### config.mk
export PLATFORM = sky130hd
export DESIGN_NAME = tag_cmp_rr
export DESIGN_NICKNAME = d
export VERILOG_FILES = /design/src/rtl/tag_cmp_rr.sv
export SDC_FILE = /design/constraint.sdc
export NUM_CORES = 1
export LEC_CHECK = 0
export ABC_AREA = 1
export BUFFER_PORTS_ARGS = -buffer_cell sky130_fd_sc_hd__buf_2
export CORE_AREA = 2 2 540 542
export CTS_CLUSTER_SIZE = 8
export DETAILED_ROUTE_END_ITERATION = 6
export DIE_AREA = 0 0 542 544
export GPL_TIMING_DRIVEN = 0
export SLEW_MARGIN = 20
export SYNTH_ARGS = -nofsm -noshare
export SYNTH_HDL_FRONTEND = slang
export SYNTH_SLANG_ARGS = --single-unit
### constraint.sdc
create_clock -name clk_i -period 3.3 [get_ports clk_i]
set_input_delay 0.33 -clock clk_i [delete_from_list [all_inputs] [get_ports clk_i]]
set_output_delay 0.33 -clock clk_i [all_outputs]
set_load 0.05 [all_outputs]
### src/rtl/tag_cmp_rr.sv
// Tag-compare front end: arbitrates between ports for the tag/data memories, then compares
// the stored tags of all ways against the granted port's tag one cycle later.
module tag_cmp_rr #(
  parameter int unsigned NR_PORTS   = 3,
  parameter int unsigned SET_ASSOC  = 8,
  parameter int unsigned ADDR_WIDTH = 64,
  parameter int unsigned TAG_WIDTH  = 44,
  parameter int unsigned LINE_WIDTH = 128,
  parameter int unsigned RR_ARB     = 1
) (
  input  logic                                    clk_i,
  input  logic                                    rst_ni,
  input  logic [NR_PORTS-1:0][SET_ASSOC-1:0]      req_i,
  input  logic [NR_PORTS-1:0][ADDR_WIDTH-1:0]     addr_i,
  input  logic [NR_PORTS-1:0][LINE_WIDTH-1:0]     wdata_i,
  input  logic [NR_PORTS-1:0]                     we_i,
  input  logic [NR_PORTS-1:0][LINE_WIDTH/8-1:0]   be_i,
  input  logic [NR_PORTS-1:0][TAG_WIDTH-1:0]      tag_i,
  output logic [NR_PORTS-1:0]                     gnt_o,
  output logic [SET_ASSOC-1:0]                    req_o,
  output logic [ADDR_WIDTH-1:0]                   addr_o,
  output logic [LINE_WIDTH-1:0]                   wdata_o,
  output logic                                    we_o,
  output logic [LINE_WIDTH/8-1:0]                 be_o,
  input  logic [SET_ASSOC-1:0][TAG_WIDTH-1:0]     rd_tag_i,
  input  logic [SET_ASSOC-1:0]                    rd_valid_i,
  output logic [SET_ASSOC-1:0]                    hit_way_o,
  output logic [(SET_ASSOC > 1 ? $clog2(SET_ASSOC) : 1)-1:0] hit_idx_o,
  output logic                                    cmp_valid_o,
  output logic [NR_PORTS-1:0]                     cmp_port_o,
  output logic                                    multi_hit_o,
  input  logic                                    clr_err_i
);

  localparam int unsigned PortW = (NR_PORTS > 1) ? $clog2(NR_PORTS) : 1;
  localparam int unsigned IdxW  = (SET_ASSOC > 1) ? $clog2(SET_ASSOC) : 1;

  logic [PortW-1:0]     r_rr;
  logic [NR_PORTS-1:0]  r_id;
  logic                 r_multi_hit;

  logic [NR_PORTS-1:0]  w_port_req;
  logic [NR_PORTS-1:0]  w_gnt;
  logic [PortW-1:0]     w_gnt_idx;
  logic [PortW-1:0]     w_cand;
  logic                 w_any_gnt;
  logic [PortW-1:0]     w_rr_next;
  logic [TAG_WIDTH-1:0] w_sel_tag;
  logic                 w_multi;

  always_comb begin
    w_port_req = '0;
    for (int unsigned p = 0; p < NR_PORTS; p++) begin
      w_port_req[p] = |req_i[p];
    end
  end

  // Scan ports starting at the rotating pointer (or at port 0 for fixed priority).
  always_comb begin
    w_gnt     = '0;
    w_gnt_idx = '0;
    w_cand    = '0;
    w_any_gnt = 1'b0;
    for (int unsigned k = 0; k < NR_PORTS; k++) begin
      w_cand = (RR_ARB != 0) ? PortW'((32'(r_rr) + k) % NR_PORTS) : PortW'(k);
      if (!w_any_gnt && w_port_req[w_cand]) begin
        w_any_gnt        = 1'b1;
        w_gnt_idx        = w_cand;
        w_gnt[w_cand]    = 1'b1;
      end
    end
  end

  assign w_rr_next = (w_gnt_idx == PortW'(NR_PORTS - 1)) ? '0 : w_gnt_idx + PortW'(1);
  assign gnt_o     = w_gnt;

  always_comb begin
    req_o   = '0;
    addr_o  = '0;
    wdata_o = '0;
    we_o    = 1'b0;
    be_o    = '0;
    if (w_any_gnt) begin
      req_o   = req_i[w_gnt_idx];
      addr_o  = addr_i[w_gnt_idx];
      wdata_o = wdata_i[w_gnt_idx];
      we_o    = we_i[w_gnt_idx];
      be_o    = be_i[w_gnt_idx];
    end
  end

  assign cmp_valid_o = |r_id;
  assign cmp_port_o  = r_id;
  assign multi_hit_o = r_multi_hit;

  // r_id is one-hot or zero, so an OR-mux selects the owning port's tag.
  always_comb begin
    w_sel_tag = '0;
    for (int unsigned p = 0; p < NR_PORTS; p++) begin
      if (r_id[p]) w_sel_tag = w_sel_tag | tag_i[p];
    end
  end

  always_comb begin
    hit_way_o = '0;
    for (int unsigned w = 0; w < SET_ASSOC; w++) begin
      hit_way_o[w] = cmp_valid_o & rd_valid_i[w] & (rd_tag_i[w] == w_sel_tag);
    end
  end

  always_comb begin
    hit_idx_o = '0;
    for (int w = SET_ASSOC - 1; w >= 0; w--) begin
      if (hit_way_o[w]) hit_idx_o = IdxW'(w);
    end
  end

  // More than one bit set iff clearing the lowest set bit leaves something behind.
  assign w_multi = |(hit_way_o & (hit_way_o - SET_ASSOC'(1)));

  always_ff @(posedge clk_i or negedge rst_ni) begin
    if (!rst_ni) begin
      r_rr        <= '0;
      r_id        <= '0;
      r_multi_hit <= 1'b0;
    end else begin
      if (w_any_gnt) r_rr <= w_rr_next;
      r_id <= w_gnt;
      if (w_multi) begin
        r_multi_hit <= 1'b1;
      end else if (clr_err_i) begin
        r_multi_hit <= 1'b0;
      end
    end
  end

endmodule
==> results of run 1 <==
## cell families (layout without fill, tap and decap cells)
group / count (synthesis) / in the layout / share of synthesized area, %
adder cells (fa/ha/maj): 4 / 4 / 0.384
buffers and inverters: 512 / 2219 / 16.7
AO/OA/AOI/OAI: 287 / 287 / 12.9
AND/OR/NAND/NOR: 1943 / 1945 / 64.3
flip-flops: 6 / 6 / 1.15
XOR/XNOR: 68 / 68 / 4.57
other: 0 / 111 / 0
## state kept, by name (all words and copies together) (netlist names)
register and flops:
multi_hit_o 1, r_rr 2, cmp_port_o 3
## layer usage
layer / routed length [um] / global-route usage, % / up-vias
li1: - / - / 12800
met1: 104000 / 19.9 / 14200
met2: 134000 / 30.2 / 2329
met3: 36500 / 8.56 / 715
met4: 27300 / 14.3 / 74
met5: 620 / 0 / -
## how the worst max path moves through the flow
stage	startpoint	end	slack [ns]	cells past startpoint
floorplan	r_rr[0]$_DFFE_PN0P_	wdata_o[101]	0.04	12
global placement	cmp_port_o[0]$_DFF_PN0_	hit_idx_o[0]	-2.50	16
detailed placement	cmp_port_o[0]$_DFF_PN0_	hit_idx_o[0]	-2.45	16
CTS	cmp_port_o[0]$_DFF_PN0_	hit_idx_o[0]	-0.47	21
global route	cmp_port_o[0]$_DFF_PN0_	hit_idx_o[0]	-0.50	23
finish	cmp_port_o[0]$_DFF_PN0_	hit_idx_o[1]	-0.44	17
## timing repair
| action | CTS | global route |
|---|---|---|
| pin swaps | 220 | 227 |
| endpoints found under the hold margin | 3 | 0 |
| hold buffers | 1 | 0 |
| gates resized for setup | 1725 | 632 |
| setup endpoints to repair | 230 | 229 |
| cloned | 29 | 33 |
| setup buffers | 200 | 88 |
## worst register-to-register path: cells and delay by family (launching register included)
| family | cells | cell delay (ns) |
|---|---|---|
| AND/OR/NAND/NOR | 15 | 2.00 |
| flip-flops | 1 | 0.40 |
| buffers and inverters | 5 | 0.76 |
## layout by cell type (no fill, tap or decap), types with 16 or more instances in the layout
master	instances
nor2_1	185
o21ai_0	43
nor2_4	29
clkbuf_16	37
buf_12	184
nand4_1	205
xor2_1	16
buf_2	1164
nor2_2	31
nand3_4	100
inv_1	347
xnor2_1	42
nand3_2	54
a31oi_1	59
nand3_1	107
a31oi_4	101
buf_16	33
nand2_8	57
diode_2	111
a21oi_2	28
buf_8	51
nand2_1	858
nand2_4	121
buf_4	203
nand2_2	192
a21oi_1	18
buf_6	158
## through the flow
step / util, % / cell area [um^2] / hold WS (ns)
after global placement: 8.54 / 24700 / 0.280
after global routing: 13.4 / 38900 / 0.458
after detailed placement: 8.56 / 24800 / 0.285
after floorplan: - / 13000 / 0.0344
final: 13.5 / 38900 / 0.422
after CTS: 12.0 / 34700 / 0.407
## area by class of cell
type | count | area [um^2]
Antenna cell | 111 | 278
Buffer | 137 | 2250
Clock buffer | 3 | 75.1
Fill cell | 33700 | 250000
Inverter | 366 | 1450
Multi-Input combinational cell | 2304 | 16600
Sequential cell | 6 | 154
Tap cell | 3800 | 4750
Timing Repair Buffer | 1710 | 13300
Timing Repair inverter | 3 | 76.3
==> metrics.cfg, run 1 <==
[clock_network]
path_clk_slew_ns = 0.07
cts_max_path_buffers = 2
cts_sinks = 6
cts_tree = built
clockRootBuffer = clkbuf_16
clock_latency_ns = 0.27
ctsHtreeMaxLevel = 1
cts_buffers = 3

[setup_path]
end_kind = primary output
reg2reg_depth = 20
path_class = flip-flop to primary output
cp_slowest_stage_delay_ns = 0.49
cp_top_family = simple AND/OR/NAND/NOR gates
worstPathRequired_ns = 2.97
crit_slowest_cell = dfrtp_2
reg2reg_slack_ns = 0.03
rr_endpoint = multi_hit_o$_DFFE_PN0P_
path_cells = buf_12 -> buf_12 -> buf_16 -> nand2_8 -> nand3_4 -> buf_4 -> nand2_4 -> nand4_1 -> nor2_2 -> nand2_4 -> nor2_4 -> nand3_4 -> buf_6 -> nand2_2 -> a21oi_2 -> nor2_2 -> buf_6
worstReg2RegStart = cmp_port_o[1]$_DFF_PN0_
arrival_ns = 3.41
cp.buffers_inverters = 6
start_kind = flip-flop
cp_max_fo = 6

[place]
dp_slack_ns = -2.45
numPlacedInstances = 8003
port_buffers = 1381
gp_congestion = 1.03
place.detailed.hpwl_mm = 259

[cells_and_area]
post_layout_nonfiller_instances = 8440
areaGrowthSynthToFinish_pct = 199
drive_gt1_share_pct = 57.9
nets = 5681

[route]
drt_iter0_markers = 3410
ant_nets = 0
totalWireLength_mm = 302
post_drt_wl_per_cell_um = 35.8
viasPerCell = 3.56
drc = 9
drt_pass1_iterations = 7
vias = 30000

[floorplan]
start_util_pct = 4.50
die-area_um2 = 295000
die_w_um = 542
coreArea_um2 = 289000
rows = 198
ios = 1382
fp.dieH_um = 544

[worst_hold_path]
min_path_type = primary input to flip-flop
hold_path_depth = 4
holdPathEnd = multi_hit_o$_DFFE_PN0P_
worstHoldStart = clr_err_i

[outcome]
status = complete, but fails checks
violations = design-rule violations, negative setup slack

[synth]
synth_most_common_cell = nand2_1
synth_top_flop_cell = dfrtp_1
synth_common_cells = 1222 x nand2_1, 363 x inv_1, 236 x nor2_1
syn_inst = 2820
ys_seq_elements = 6
synth_largest_area_cell = nand2_1
ys_types = 38
synth_top_area_share_pct = 35.2
netlist_top_cells_area = nand2_1 35%, inv_1 10%, nand4_1 9.8%, nand3_1 8.7%, a31oi_1 7.9%
syn_nets = 3970
synth_edf_count = 0
ys_seq_area_share_pct = 1.15
avgSynthCellArea_um2 = 4.62
ys_async_sr_fraction_pct = 100
synthesis.area_um2 = 13000
ys.warnings.count = 0

[sta]
max_slew_margin_pct = 44.0
worst_slew_pin_slew_ns = 0.840
slew_violations = 0
hold_viol_final = 0
min_period_over_period_pct = 113
fmax_mhz = 267
fin_ws_ns = -0.443
setup_viol = 191
period_minus_slack_ns = 3.74
rsz0062_at_grt = true
setup_tns_ns = -16.19
fin_skew_ns = 0.0197

[grt]
grtUsageTotal_pct = 19.1
grt_max_degree = 11
grt_pass1_wl_mm = 351
grt_overflow = 0
grt_pass1_vias = 28200
grt_antenna_before_repair = 188

[run]
cap_violations = 0

Power of run 1 is left out: the tool's default activity adds up to more than one toggle a clock period on the data nets, which glitch-free logic cannot reach.
==> inputs of run 2 (changes only) <==
--- a/config.mk
+++ b/config.mk
@@ -5,12 +5,12 @@
 export SDC_FILE = /design/constraint.sdc
 export NUM_CORES = 1
 export LEC_CHECK = 0
-export ABC_AREA = 1
+export ABC_AREA = 0
 export BUFFER_PORTS_ARGS = -buffer_cell sky130_fd_sc_hd__buf_2
-export CORE_AREA = 2 2 540 542
+export CORE_AREA = 2 2 532 534
 export CTS_CLUSTER_SIZE = 8
 export DETAILED_ROUTE_END_ITERATION = 6
-export DIE_AREA = 0 0 542 544
+export DIE_AREA = 0 0 534 536
 export GPL_TIMING_DRIVEN = 0
 export SLEW_MARGIN = 20
 export SYNTH_ARGS = -nofsm -noshare
==> run 2 against run 1 <==
The run still ends with design-rule violations, negative setup slack left. Sequential share of layout area is 0.12 points higher. First-iteration DRC count is 37% lower. Routed wire length is 27% lower. Core utilization is 2.7 points lower. Non-clock buffer count is 77 lower. Clock-buffer cell count is 1 higher.
==> metrics.cfg, run 2 <==
[setup_path]
cp_max_fo = 8  ; +2
worstPathRequired_ns = 2.97  ; about the same
cp_num_cells = 15  ; -2
path_class = flip-flop to primary output
arrival_ns = 4.29  ; +0.88 ns
crit_slowest_cell = nand4_1
start_kind = flip-flop
reg2reg_depth = 17  ; -15%
crit_start = cmp_port_o[0]$_DFF_PN0_
end_kind = primary output
cp_top_family = simple AND/OR/NAND/NOR gates
worstReg2RegStart = cmp_port_o[0]$_DFF_PN0_
cp.buffers_inverters = 6  ; unchanged
cp_slowest_stage_delay_ns = 0.63  ; +0.14 ns
path_cells = buf_12 -> buf_12 -> buf_8 -> a222oi_1 -> buf_6 -> xnor2_1 -> nor4_4 -> nand4_1 -> nor4_4 -> buf_6 -> nor2b_4 -> o21ba_1 -> o21bai_1 -> a21oi_1 -> buf_4

[sta]
max_slew_margin_pct = 35.5  ; -8.5 points
rsz0062_at_grt = true
fin_ws_ns = -1.32  ; -0.876 ns
holdWs_ns = 0.430  ; +0.00800 ns
fin_skew_ns = 0.0364  ; +0.0166 ns
slew_violations = 0  ; unchanged
period_minus_slack_ns = 4.62  ; +0.876 ns
setup_viol = 231  ; +21%
hold_viol_final = 0  ; unchanged
fmax_mhz = 217  ; -19%
worst_slew_pin_slew_ns = 0.968  ; +0.128 ns
setup_tns_ns = -89.80  ; -73.61 ns
min_period_over_period_pct = 140  ; +27 points

[worst_hold_path]
worstHoldStart = clr_err_i
hold_path_depth = 3  ; -1
min_path_type = primary input to flip-flop

[clock_network]
ctsHtreeMaxLevel = 1  ; unchanged
cts_buffers = 3  ; unchanged
clock_latency_ns = 0.32  ; +0.05 ns
path_clk_slew_ns = 0.10  ; +0.03 ns
cts_max_path_buffers = 2  ; unchanged
clockRootBuffer = clkbuf_16
cts_tree = built
cts_sinks = 6  ; unchanged

[floorplan]
die-area_um2 = 286000  ; -2.9%
fp.dieH_um = 536  ; -1.5%
die_w_um = 534  ; -1.5%
coreArea_um2 = 281000  ; -2.9%
rows = 195  ; -1.5%
ios = 1382  ; unchanged
start_util_pct = 3.35  ; -1.1 points

[synth]
synth_top_flop_cell = dfrtp_1
synth_most_common_cell = xnor2_1
ys_async_sr_fraction_pct = 100  ; unchanged
synth.mux.area_fraction_pct = 0.226  ; +0.23 points
synth_common_cells = 325 x xnor2_1, 232 x nand2_1, 217 x a22oi_1
ys_seq_area_share_pct = 1.59  ; +0.44 points
synthesis.area_um2 = 9420  ; -28%
synth_compound_area_share_pct = 35.7  ; +23 points
synth_top_area_share_pct = 30.2  ; -5.0 points
ys.warnings.count = 0  ; unchanged
synth_xor_area_share_pct = 32.1  ; +28 points
syn_inst = 1421  ; -50%
avgSynthCellArea_um2 = 6.63  ; +44%
synth_top_family_by_area = compound AO/OA/AOI/OAI gates
synth_adder_area_share_pct = 0.744  ; +0.36 points
synth_edf_count = 0  ; unchanged
ys_types = 48  ; +26%
netlist_top_cells_area = xnor2_1 30%, a22oi_1 17%, nand2_1 9.2%, a21oi_1 8.7%, nor4_1 5.4%
syn_nets = 2571  ; -35%
synth_largest_area_cell = xnor2_1
synthSimpleGateAreaFrac_pct = 20.5  ; -44 points
ys_seq_elements = 6  ; unchanged

[route]
viasPerCell = 3.05  ; -14%
drt_pass1_iterations = 7  ; unchanged
vias = 21000  ; -30%
drt_iter0_markers = 2163  ; -37%
totalWireLength_mm = 220  ; -27%
post_drt_wl_per_cell_um = 31.9  ; -11%
ant_nets = 0  ; unchanged
drc = 17  ; +8

[grt]
grtUsageTotal_pct = 14.2  ; -4.9 points
grt_max_degree = 11  ; unchanged
grt_overflow = 0  ; unchanged
grt_pass1_vias = 19500  ; -31%
grt_pass1_wl_mm = 252  ; -28%
grt_antenna_before_repair = 193  ; +2.7%

[cells_and_area]
largest_register_ffs = 3  ; unchanged
nets = 4187  ; -26%
areaGrowthSynthToFinish_pct = 221
final_util_pct = 10.8  ; -2.7 points
post_layout_nonfiller_instances = 6895  ; -18%
final_cell_mix = 1174 x buf_2, 313 x xnor2_1, 186 x buf_6
drive_gt1_share_pct = 73.9  ; +16 points
layout_commonest_cell = buf_2

[place]
numPlacedInstances = 6561  ; -18%
port_buffers = 1381  ; unchanged
gp_congestion = 1.06  ; +3.0%
place.detailed.hpwl_mm = 191  ; -26%
dp_slack_ns = -2.66  ; -0.210 ns

[power]
power_leakage_nw = 12.1
peakVddDrop_uv = 958
power.density_nw_per_um2 = 1590

[outcome]
violations = design-rule violations, negative setup slack
status = complete, but fails checks

[run]
cap_violations = 0  ; unchanged

==> run 2: changes by cell type in the layout (fill, tap and decap cells not counted), sizes merged, moves of 12 or more <==
cell | before | now
a21oi | 59 | 164
a222oi | 0 | 44
a22oi | 0 | 217
a31oi | 165 | 0
buf | 1793 | 1683
clkbuf | 54 | 81
inv | 360 | 3
nand2 | 1228 | 232
nand3 | 261 | 5
nand4 | 205 | 26
nor2 | 245 | 12
nor3 | 2 | 14
nor4 | 0 | 88
xnor2 | 52 | 325
==> run 2: worst paths after layout <==
kind	slack, ns	to
setup / recovery	-1.32	hit_idx_o[0]
hold / removal	0.43	multi_hit_o$_DFFE_PN0P_
setup reg to reg	-0.89	multi_hit_o$_DFFE_PN0P_
hold reg to reg	0.58	r_rr[0]$_DFFE_PN0P_
max in group asynchronous	2.20	cmp_port_o[1]$_DFF_PN0_
min in group asynchronous	0.72	multi_hit_o$_DFFE_PN0P_
==> run 2: final cells by class <==
type                    count  area, um^2
plain buffers             148        1860
multi-input cells        1252       11100
inverters                   4        18.8
diodes                    116         290
fillers                 32600      251000
well taps                3743        4680
repair buffers           1622       12000
flip-flops and latches      6         155
clock buffers               4        78.8
==> run 2: cell families (layout without fill, tap and decap cells) <==
kind of cell	Yosys count	count (layout)
AOI/OAI and AO/OA	505	505
and+or+nand+nor	394	394
xor gates and xnor gates	345	345
buffers and inverters	163	1778
adders and majority gates	6	6
DFF	6	6
muxes	2	2
other	0	116
==> run 2: power by group <==
group	internal [mW]	total, mW	switching, mW
clock	0.167	0.322	0.155
combinational	17.3	47.5	30.1
sequential	0.110	0.141	0.0313
total	17.6	47.9	30.3
==> run 2: routing by layer <==
| layer | part of all wire, % | global-route usage [%] | up-vias |
|---|---|---|---|
| li1 | - | - | 8675 |
| met3 | 9.6 | 4.98 | 611 |
| met5 | 0.20 | 0 | - |
| met1 | 33 | 13.9 | 9942 |
| met4 | 8.2 | 8.95 | 64 |
| met2 | 49 | 25.5 | 1723 |
==> run 2: worst register-to-register path, stage by stage, from the launching register on <==
cell and delay, ns:
dfrtp_2 0.42, buf_12 0.16, buf_12 0.15, buf_8 0.16, a222oi_1 0.36, buf_6 0.30, xnor2_1 0.15, nor4_4 0.30
nand4_1 0.63, nor4_4 0.49, buf_6 0.18, buf_6 0.11, buf_6 0.08, buf_6 0.09, nor3_2 0.04, o41ai_2 0.31
nand2_1 0.11, nand3_2 0.12
==> run 2: repair_timing <==
action                                  4_1_cts  5_1_grt
setup buffers                                96      111
pin swaps                                    95      246
hold buffers                                  1        0
hold endpoints to repair                      3        0
gates cloned                                  6       17
endpoints found under the setup margin      234      232
resized for setup                           641      862
==> run 2: metrics by stage <==
stage | area (um^2) | power [mW]
floorplan | 10300 | 18.5
global placement | 21900 | 34.5
detailed placement | 22100 | 34.8
CTS | 25800 | 41.8
global route | 30100 | 49.8
finish | 30200 | 47.9
(Power assumes the default switching activity.)
